File: src/rtl/alu_shift_sequencer_pkg.sv
// Shared constants for the ALU control sequencer: ALUop and funct encodings,
// ALU control codes, operation classes and sequencer states.
package alu_shift_sequencer_pkg;

    localparam int CTL_BITS = 6;
    typedef logic [CTL_BITS-1:0] ctl_t;

    localparam logic [4:0] ALUOP_ADD   = 5'd0;
    localparam logic [4:0] ALUOP_SUB   = 5'd1;
    localparam logic [4:0] ALUOP_RTYPE = 5'd2;
    localparam logic [4:0] ALUOP_ADDU  = 5'd3;
    localparam logic [4:0] ALUOP_AND   = 5'd4;
    localparam logic [4:0] ALUOP_OR    = 5'd5;
    localparam logic [4:0] ALUOP_XOR   = 5'd6;
    localparam logic [4:0] ALUOP_SLT   = 5'd7;
    localparam logic [4:0] ALUOP_SLTU  = 5'd8;
    localparam logic [4:0] ALUOP_LUI   = 5'd9;

    localparam logic [5:0] F_SLL   = 6'h00;
    localparam logic [5:0] F_SRL   = 6'h02;
    localparam logic [5:0] F_SRA   = 6'h03;
    localparam logic [5:0] F_MFHI  = 6'h10;
    localparam logic [5:0] F_MFLO  = 6'h12;
    localparam logic [5:0] F_MULTU = 6'h19;
    localparam logic [5:0] F_ADD   = 6'h20;
    localparam logic [5:0] F_ADDU  = 6'h21;
    localparam logic [5:0] F_SUBU  = 6'h23;
    localparam logic [5:0] F_AND   = 6'h24;
    localparam logic [5:0] F_OR    = 6'h25;
    localparam logic [5:0] F_XOR   = 6'h26;
    localparam logic [5:0] F_SLT   = 6'h2A;
    localparam logic [5:0] F_SLTU  = 6'h2B;
    localparam logic [5:0] F_MAGIC = 6'h30;

    localparam ctl_t CTL_AND   = 6'h00;
    localparam ctl_t CTL_OR    = 6'h01;
    localparam ctl_t CTL_ADD   = 6'h02;
    localparam ctl_t CTL_ADDU  = 6'h03;
    localparam ctl_t CTL_XOR   = 6'h04;
    localparam ctl_t CTL_SUB   = 6'h06;
    localparam ctl_t CTL_SLT   = 6'h07;
    localparam ctl_t CTL_SLTU  = 6'h08;
    localparam ctl_t CTL_LUI   = 6'h09;
    // Each shift kind uses three consecutive codes: 1-step, 2-step, 8-step.
    localparam ctl_t CTL_SLL1  = 6'h0A;
    localparam ctl_t CTL_SLL8  = 6'h0C;
    localparam ctl_t CTL_SRL1  = 6'h0D;
    localparam ctl_t CTL_SRL8  = 6'h0F;
    localparam ctl_t CTL_SRA1  = 6'h10;
    localparam ctl_t CTL_SRA8  = 6'h12;
    localparam ctl_t CTL_MUL   = 6'h13;
    localparam ctl_t CTL_MAGIC = 6'h30;

    typedef enum logic [1:0] {OP_SINGLE, OP_SHIFT, OP_MUL} op_class_t;
    typedef enum logic [1:0] {S_IDLE, S_SHIFT, S_MUL} state_t;

endpackage

File: src/rtl/alu_code_decode.sv
// Combinational map from (ALUop, functionCode) to a base ALU control code and
// operation class. For shifts the base code is the kind's 1-step code.
module alu_code_decode
    import alu_shift_sequencer_pkg::*;
(
    input  logic [4:0] ALUop,
    input  logic [5:0] functionCode,
    output ctl_t       code,
    output op_class_t  op_class
);

    always_comb begin
        // NOTE: every output gets a default first so no path can infer a latch.
        code     = CTL_AND;
        op_class = OP_SINGLE;
        unique case (ALUop)
            ALUOP_ADD:  code = CTL_ADD;
            ALUOP_SUB:  code = CTL_SUB;
            ALUOP_ADDU: code = CTL_ADDU;
            ALUOP_AND:  code = CTL_AND;
            ALUOP_OR:   code = CTL_OR;
            ALUOP_XOR:  code = CTL_XOR;
            ALUOP_SLT:  code = CTL_SLT;
            ALUOP_SLTU: code = CTL_SLTU;
            ALUOP_LUI:  code = CTL_LUI;
            ALUOP_RTYPE: begin
                unique case (functionCode)
                    F_ADD:   code = CTL_ADD;
                    F_ADDU:  code = CTL_ADDU;
                    F_SUBU:  code = CTL_SUB;
                    F_AND:   code = CTL_AND;
                    F_OR:    code = CTL_OR;
                    F_XOR:   code = CTL_XOR;
                    F_SLT:   code = CTL_SLT;
                    F_SLTU:  code = CTL_SLTU;
                    F_MFHI,
                    F_MFLO:  code = CTL_AND;
                    F_MAGIC: code = CTL_MAGIC;
                    F_SLL: begin code = CTL_SLL1; op_class = OP_SHIFT; end
                    F_SRL: begin code = CTL_SRL1; op_class = OP_SHIFT; end
                    F_SRA: begin code = CTL_SRA1; op_class = OP_SHIFT; end
                    F_MULTU: begin code = CTL_MUL; op_class = OP_MUL; end
                    default: code = CTL_AND;
                endcase
            end
            default: code = CTL_AND;
        endcase
    end

endmodule

File: src/rtl/alu_shift_sequencer.sv
// ALU control sequencer: issues one ALU control code per cycle, splitting long
// shifts into 8/2/1-step codes and holding multiply for MUL_CYCLES cycles.
module alu_shift_sequencer
    import alu_shift_sequencer_pkg::*;
#(
    parameter int SHAMT_W    = 5,
    parameter int CTRL_W     = 6,
    parameter int MUL_CYCLES = 4
) (
    input  logic               clk,
    input  logic               rst,
    input  logic               in_valid,
    input  logic               flush,
    input  logic [5:0]         functionCode,
    input  logic [4:0]         ALUop,
    input  logic [SHAMT_W-1:0] Shamt,
    output logic [CTRL_W-1:0]  ALUctrl,
    output logic               out_valid,
    output logic               feedback,
    output logic               last,
    output logic               stall
);

    localparam int MW = (MUL_CYCLES > 1) ? $clog2(MUL_CYCLES) : 1;

    state_t             state, next_state;
    logic [SHAMT_W-1:0] remaining;
    logic [MW-1:0]      mul_left;
    ctl_t               shift_base;

    ctl_t               dec_code;
    op_class_t          dec_class;
    logic               accept, emit;
    logic [SHAMT_W-1:0] amt, rem_after;
    ctl_t               step_off, emit_code;

    alu_code_decode u_decode (
        .ALUop        (ALUop),
        .functionCode (functionCode),
        .code         (dec_code),
        .op_class     (dec_class)
    );

    always_comb begin
        accept     = (state == S_IDLE) && in_valid && !flush;
        emit       = accept || (state != S_IDLE);
        amt        = (state == S_SHIFT) ? remaining : Shamt;
        next_state = S_IDLE;
        emit_code  = CTL_AND;

        // Largest native step that still fits the outstanding amount.
        if (int'(amt) >= 8) begin
            step_off  = ctl_t'(2);
            rem_after = amt - SHAMT_W'(8);
        end else if (int'(amt) >= 2) begin
            step_off  = ctl_t'(1);
            rem_after = amt - SHAMT_W'(2);
        end else begin
            step_off  = ctl_t'(0);
            rem_after = amt - SHAMT_W'(1);
        end

        unique case (state)
            S_IDLE: begin
                if (accept) begin
                    unique case (dec_class)
                        OP_SINGLE: emit_code = dec_code;
                        OP_SHIFT: begin
                            if (Shamt == '0) begin
                                emit_code = CTL_AND;
                            end else begin
                                emit_code = dec_code + step_off;
                                if (rem_after != '0) next_state = S_SHIFT;
                            end
                        end
                        OP_MUL: begin
                            emit_code = CTL_MUL;
                            if (MUL_CYCLES > 1) next_state = S_MUL;
                        end
                        default: emit_code = CTL_AND;
                    endcase
                end
            end
            S_SHIFT: begin
                emit_code = shift_base + step_off;
                if (rem_after != '0) next_state = S_SHIFT;
            end
            S_MUL: begin
                emit_code = CTL_MUL;
                if (mul_left > MW'(1)) next_state = S_MUL;
            end
            default: next_state = S_IDLE;
        endcase

        if (flush) next_state = S_IDLE;
        stall = (next_state != S_IDLE);
    end

    always_ff @(posedge clk or negedge rst) begin
        if (!rst) begin
            state      <= S_IDLE;
            remaining  <= '0;
            mul_left   <= '0;
            shift_base <= CTL_AND;
            ALUctrl    <= '0;
            out_valid  <= 1'b0;
            feedback   <= 1'b0;
            last       <= 1'b0;
        end else if (flush) begin
            state     <= S_IDLE;
            remaining <= '0;
            mul_left  <= '0;
            ALUctrl   <= '0;
            out_valid <= 1'b0;
            feedback  <= 1'b0;
            last      <= 1'b0;
        end else begin
            // NOTE: state and registered outputs use non-blocking assignments so
            // every read in this block sees the pre-edge value.
            state     <= next_state;
            out_valid <= emit;
            last      <= emit && (next_state == S_IDLE);
            feedback  <= (state == S_SHIFT);
            ALUctrl   <= emit ? CTRL_W'(emit_code) : '0;

            if (next_state == S_SHIFT || state == S_SHIFT) remaining <= rem_after;
            if (accept && dec_class == OP_SHIFT) shift_base <= dec_code;

            if (accept && dec_class == OP_MUL) begin
                mul_left <= MW'(MUL_CYCLES - 1);
            end else if (state == S_MUL) begin
                mul_left <= mul_left - MW'(1);
            end
        end
    end

endmodule

File: config.mk
export PLATFORM = sky130hd
export DESIGN_NAME = alu_shift_sequencer
export DESIGN_NICKNAME = d
export VERILOG_FILES = /design/src/rtl/alu_shift_sequencer_pkg.sv /design/src/rtl/alu_code_decode.sv /design/src/rtl/alu_shift_sequencer.sv
export SDC_FILE = /design/constraint.sdc
export NUM_CORES = 1
export LEC_CHECK = 0
export ABC_AREA = 1
export CAP_MARGIN = 20
export CORE_MARGIN = 2
export CORE_UTILIZATION = 28
export DETAILED_ROUTE_END_ITERATION = 7
export PLACE_DENSITY = 0.48
export SYNTH_ARGS = -nofsm -noshare
export SYNTH_HDL_FRONTEND = slang
export SYNTH_SLANG_ARGS = --single-unit
File: constraint.sdc
create_clock -name clk -period 5.1 [get_ports clk]
set_input_delay 1.53 -clock clk [delete_from_list [all_inputs] [get_ports clk]]
set_output_delay 1.53 -clock clk [all_outputs]
set_load 0.05 [all_outputs]
# Word level (Yosys, flattened, before mapping)
# Index checks and enable logic that the tools add are counted.
[totals]
regBits = 24
[op_classes]
n_addsub = 6
n_lt_le_gt_ge = 3
n_eq_ne = 24
mux = 31
bitwise_logic = 1
reduce_logical = 21
[ops]
columns = ["op", "n"]
rows = [
  ["$pmux W6 S12", 1],
  ["$pmux W6 S9", 1],
  ["$eq A6 B6 Y1 const B", 8],
  ["$pmux W6 S3", 2],
  ["$mux W5", 5],
  ["$mux W6", 4],
  ["$mux W2", 9],
  ["$eq A5 B3 Y1 const B", 3],
  ["$add A6 B6 Y6", 2],
  ["$eq A6 B2 Y1 const B", 2],
  ["$eq A5 B2 Y1 const B", 2],
  ["$eq A5 B4 Y1 const B", 2],
  ["$logic_not A5 Y1", 2],
  ["$pmux W2 S2", 2],
  ["$eq A2 B1 Y1 const B", 3],
  ["$eq A6 B5 Y1 const B", 1],
  ["$logic_not A2 Y1", 3],
  ["$logic_not A6 Y1", 1],
  ["$mux W1", 6],
  ["$pmux W2 S3", 1],
  ["$reduce_bool A2 Y1", 3],
  ["$eq A5 B1 Y1 const B", 1],
  ["$ge A5 B2 Y1 const B", 1],
  ["$ge A5 B4 Y1 const B", 1],
  ["14 further kinds", 20],
]

# Logic depth before layout (Yosys ltp)
[depth]
ltp_word = 16
mapped_depth = 23
mapped_depth_nobuf = 22

# By module
# Synthesis repeated with hierarchy kept, for this count alone.
[hier_totals]
hier_cells = 320
area_unflattened_um2 = 2225.9
[modules_own_cells]
columns = ["mod", "instances", "cells_each", "area_each_um2", "seq_area_each_um2"]
rows = [
  ["alu_shift_sequencer", 1, 241, 1844.3, 600.6],
  ["alu_code_decode", 1, 79, 381.6, 0.0],
]

# Least setup slack after synthesis
# Ideal clock, no wire load.
[synth_path]
path_kind = "in2out"
start = "input port Shamt[4]"
end = "output port stall"
arrival_ns = 3.406
setup_slack_ns = 0.164
stages = 15
n_path_buf = 1
path_cell_list = "nand2_4 -> nand2_4 -> inv_1 -> ha_1 -> buf_2 -> a21boi_1 -> nand2_8 -> nand2_2 -> nand2_1 -> nand2_1 -> nand2_1 -> nor2_2 -> nand3_2 -> nand2_1 -> nand2_2"
[synth_between]
elab_chain_len = 12
elab_cells_between_ends = 17
cone_classes = "add/sub (3); order compare (2); mux (9); reduce/logical (3)"
[synth_lines]
columns = ["item", "line_no", "source"]
rows = [
  ["from (decl)", "alu_shift_sequencer.sv:16", "input logic [SHAMT_W-1:0] Shamt,"],
  ["$mux W5", "alu_shift_sequencer.sv:47", "amt = (state == S_SHIFT) ? remaining : Shamt;"],
  ["$sub A5 B1 Y5 (tied with other cells)", "alu_shift_sequencer.sv:60", "rem_after = amt - SHAMT_W'(1);"],
  ["$mux W5", "alu_shift_sequencer.sv:55", "end else if (int'(amt) >= 2) begin"],
  ["$mux W5", "alu_shift_sequencer.sv:52", "if (int'(amt) >= 8) begin"],
  ["$reduce_bool A5 Y1", "alu_shift_sequencer.sv:73, alu_shift_sequencer.sv:86", ""],
  ["$mux W1", "alu_shift_sequencer.sv:73, alu_shift_sequencer.sv:86", ""],
  ["$mux W1", "alu_shift_sequencer.sv:69", "if (Shamt == '0) begin"],
  ["$pmux W2 S2", "alu_shift_sequencer.sv:66", "unique case (dec_class)"],
  ["$mux W2", "alu_shift_sequencer.sv:65", "if (accept) begin"],
  ["$pmux W2 S3 (*)", "alu_shift_sequencer.sv:63", "unique case (state)"],
  ["$mux W2 (*)", "alu_shift_sequencer.sv:95", "if (flush) next_state = S_IDLE;"],
  ["$reduce_bool A2 Y1 (*)", "alu_shift_sequencer.sv:96", "stall = (next_state != S_IDLE);"],
  ["to (decl)", "alu_shift_sequencer.sv:21", "output logic stall"],
]
# Every way passes the cells marked *; elsewhere a longest branch is shown, timed or not.

# Worst setup path after layout
[layout_path]
start = "input port Shamt[0]"
end = "output port stall"
# Same word-level chain as after synthesis.

==> key figures <==
Yosys
  – Commonest cells in the netlist: nand2_1 (91), inv_1 (52), nor2_1 (35)
  – Mux share of post-synthesis cell area: 0%
  – Mean Syn Cell Area: 6.65 sq um
  – Async SR Flop Fraction: 100%
  – Yosys cell types: 36
  – Sequential share of the synthesized area: 27.1%
  – Synth warn: 0
  – Synth top area cells: dfrtp_1 (27%), nand2_1 (15%), inv_1 (8.8%)
  – Yosys reg bits: 24
  – Yosys top cell area share: 27.1%
  – EDFF count, synth: 0
  – Syn Std Cell Area: 2210 sq um
  – Post-synthesis simple-gate area fraction: 40.7%
  – Most numerous cell in the Yosys netlist: nand2_1
  – Synth Area in Adders: 9.72%
  – Post-synth net total: 369
  – Main combinational cell family by area after synthesis: simple AND/OR/NAND/NOR gates
  – Synth Area in XOR/XNOR: 0.791%
  – Synth Flop Type: dfrtp_1
  – Post-Syn Instances: 333
  – Compound-Gate Fraction of Synth Area: 11.0%
  – Area leader, netlist: dfrtp_1

Flow run
  – Max Cap Viol: 0

Final layout
  – Final instance area: 3320 sq um
  – Fill count: 800
  – Layout cells sized above 1: 27.9%
  – Area Overhead vs Synth: 49.9%
  – Nets@finish: 460
  – N_diodes: 0

Timing
  – Least-Margin Pin Slew: 498 ps
  – Setup TNS: 0 ps
  – Tcrit/Tclk final: 97.4%
  – Max_slew headroom: 66.7%
  – Clock Skew: 3.70 ps
  – Crit path time final: 4970 ps
  – Hold Worst Slack: 515 ps
  – Final hold violations: 0
  – Worst Setup Slack, final: 133 ps
  – Final-report setup violation count: 0
  – FMAX: 201 MHz
  – Pins over their slew limit: 0

Floorplan
  – Chip width: 92.9 microns
  – # rows: 32
  – IO Count: 30
  – Core area: 7690 sq um
  – Initial Util: 28.8%
  – Die H: 92.9 microns
  – Die area: 8640 sq um

Clock tree
  – CTS Buf Count: 3
  – Cts hold-fix bufs: 0
  – CTS clk-pin slew, worst paths: 90 ps
  – Worst skew pair latency: 270 ps
  – Root Driver: clkbuf_8
  – CTS tree: done
  – Max clock buf depth: 2
  – H-tree level count: 1
  – # clock sinks: 24

Route
  – Routed Antenna Nets: 0
  – Routed vias: 2343
  – DR WL/cell: 11.0 microns
  – 1st-iter DRT viols: 85
  – DRC: 0
  – Initial DRT Pass Iterations: 4
  – Post-Route WL: 5.79 mm
  – Via/cell ratio: 4.46

Global route
  – Number of global-route vias before repair: 2191
  – GRT Residual Overflow: 0
  – Largest net degree at the start of global routing: 25
  – Total GRT Usage: 13.9%
  – Initial antenna violation count: 0
  – Global-route wire length before repair: 9.80 mm

Critical path
  – Reg2reg start: state[1]
  – Arrival time worst endpoint: 3440 ps
  – Cell chain of the critical path: clkdlybuf4s50_1 -> inv_1 -> nand2_2 -> o21ai_4 -> ha_2 -> inv_2 -> nor2_4 -> nand2_4 -> nand2_8 -> nand2_2 -> nand2_1 -> nand2_2 -> nand2_1 -> nor2_2 -> nand3_2 -> nand2_2 -> nand2_4 -> buf_12
  – Largest stage delay on the critical path: 450 ps
  – Crit path depth: 18
  – Worst reg-to-reg setup slack: 1800 ps
  – Kind of critical path: in2out
  – Worst path required time: 3570 ps
  – CP Capture Type: primary output
  – Family with the most delay on the worst path: simple AND/OR/NAND/NOR gates
  – CP Max Fanout: 6
  – Type of origin of the critical path: input port
  – Cell repeated most along the worst path: nand2_2
  – R2R cell count: 24
  – Reg2Reg Capture Point: ALUctrl[4]
  – Buf/Inv on CP: 4
  – Crit-path slowest cell: clkdlybuf4s50_1

Place
  – Post-DP HPWL: 4.56 mm
  – Port bufs: 29
  – Dpl cell area: 2980 sq um
  – Gpl congestion: 0.814
  – Pre-CTS setup slack: -182 ps

Outcome
  – Status: finished clean

Pwr
  – Combinational fraction of design power: 30.4%
  – Part of the power in registers: 42.3%
  – Lkg Pwr: 1.72 nW
  – Int Pwr: 0.338 mW
  – Pwr dens: 145 nW/um^2
  – Clock power frac: 27.3%
  – Sw Share: 29.8%
  – Max VDD drop: 63.8 uV
  – NetSw: 0.143 mW

Hold path
  – HP Class: reg2reg
  – Hold Path End: shift_base[0]
  – Hold Path Stages: 2
  – Hold Crit Start: shift_base[0]
registers in the layout, indices dropped and copies added, names as in the netlist:
signal / count
shift_base: 6
remaining: 5
out_valid: 1
mul_left: 2
state: 2
feedback: 1
last: 1
ALUctrl: 6
cells by family after synthesis:
group           count (synthesis)
simple gates                  189
buf+inv                        61
compound gates                 41
flops                          24
fa+ha+maj                      16
xor+xnor                        2
layer usage:
metal  global-route usage [%]  up-vias  routed length, microns
met4                     4.17        0                     122
li1                         -     1243                       -
met1                     19.2     1049                    2890
met5                        0        -                       0
met2                     23.3       42                    2630
met3                     1.06        9                     155
layout by cell type, fill, tap and decap left out, types with 2 or more instances in the layout:
| cell | n |
|---|---|
| nor3b_1 | 2 |
| ha_1 | 7 |
| nor3_1 | 8 |
| nor2_1 | 30 |
| nor2_4 | 4 |
| o211ai_1 | 5 |
| clkbuf_8 | 4 |
| dlygate4sd2_1 | 2 |
| nand3_1 | 27 |
| nand3_2 | 3 |
| nand2_4 | 7 |
| dlymetal6s2s_1 | 4 |
| ha_4 | 4 |
| nand2_1 | 81 |
| fa_1 | 2 |
| buf_4 | 57 |
| dfrtp_1 | 24 |
| xor2_1 | 2 |
| nand4_1 | 5 |
| clkdlybuf4s50_1 | 22 |
| ha_2 | 3 |
| nand2_2 | 11 |
| nor2_2 | 6 |
| o21ai_1 | 3 |
| o21bai_1 | 2 |
| o21ai_0 | 17 |
| buf_6 | 2 |
| buf_12 | 2 |
| o21ai_4 | 2 |
| inv_2 | 7 |
| a21oi_1 | 7 |
| inv_1 | 50 |
repair_timing:
action / 4_1_cts / 5_1_grt
resized for setup: 24 / 22
setup buffers: 5 / 9
pin swaps: 9 / 19
endpoints found under the setup margin: 1 / 1
per-stage QoR:
| stage | utilization (%) | total power [mW] | std cells |
|---|---|---|---|
| finish | 43.2 | 0.481 | 525 |
| global route | 43.2 | 0.513 | 525 |
| CTS | 41.0 | 0.473 | 516 |
| detailed placement | 38.8 | 0.338 | 507 |
| global placement | 38.8 | 0.338 | 507 |
| floorplan | - | 0.272 | 333 |
how the worst max path moves through the flow:
stage,startpoint,end,slack [ps]
2_1_floorplan,Shamt[4],stall,160
3_3_place_gp,ALUop[3],stall,-150
3_5_place_dp,ALUop[3],stall,-180
4_1_cts,Shamt[3],stall,0.4
5_1_grt,Shamt[0],stall,-10
6_report,Shamt[0],stall,130
final cells by class:
type / instances / area (sq um) / share of cell area (%)
Clock buffer: 4 / 55.1 / 1.66
Tap cell: 102 / 128 / 3.84
Inverter: 57 / 214 / 6.45
Sequential cell: 24 / 601 / 18.1
Timing Repair Buffer: 90 / 793 / 23.9
Multi-Input combinational cell: 248 / 1530 / 46.1
power groups by stage:
stage	combinational [mW]	sequential, mW	clock (mW)
floorplan	0.0631	0.209	0
global placement	0.131	0.206	0
detailed placement	0.131	0.207	0
CTS	0.136	0.203	0.134
global route	0.163	0.204	0.145
finish	0.146	0.203	0.131
worst register-to-register path, stage by stage (launching register included):
cell,delay (ps)
dfrtp_1,440
inv_2,110
nand2_2,240
nand2_2,180
o21ai_4,100
buf_12,150
inv_2,40
ha_2,160
inv_2,40
nor2_4,90
nand2_4,90
nand2_8,90
nand2_2,50
buf_4,120
inv_1,60
ha_1,160
inv_1,60
fa_1,400
inv_1,70
nand2_1,70
o21ai_0,160
nand2_1,60
o21ai_0,140
a21oi_1,60
nor2_1,100
No activity file was read; power rests on OpenSTA's default activity.
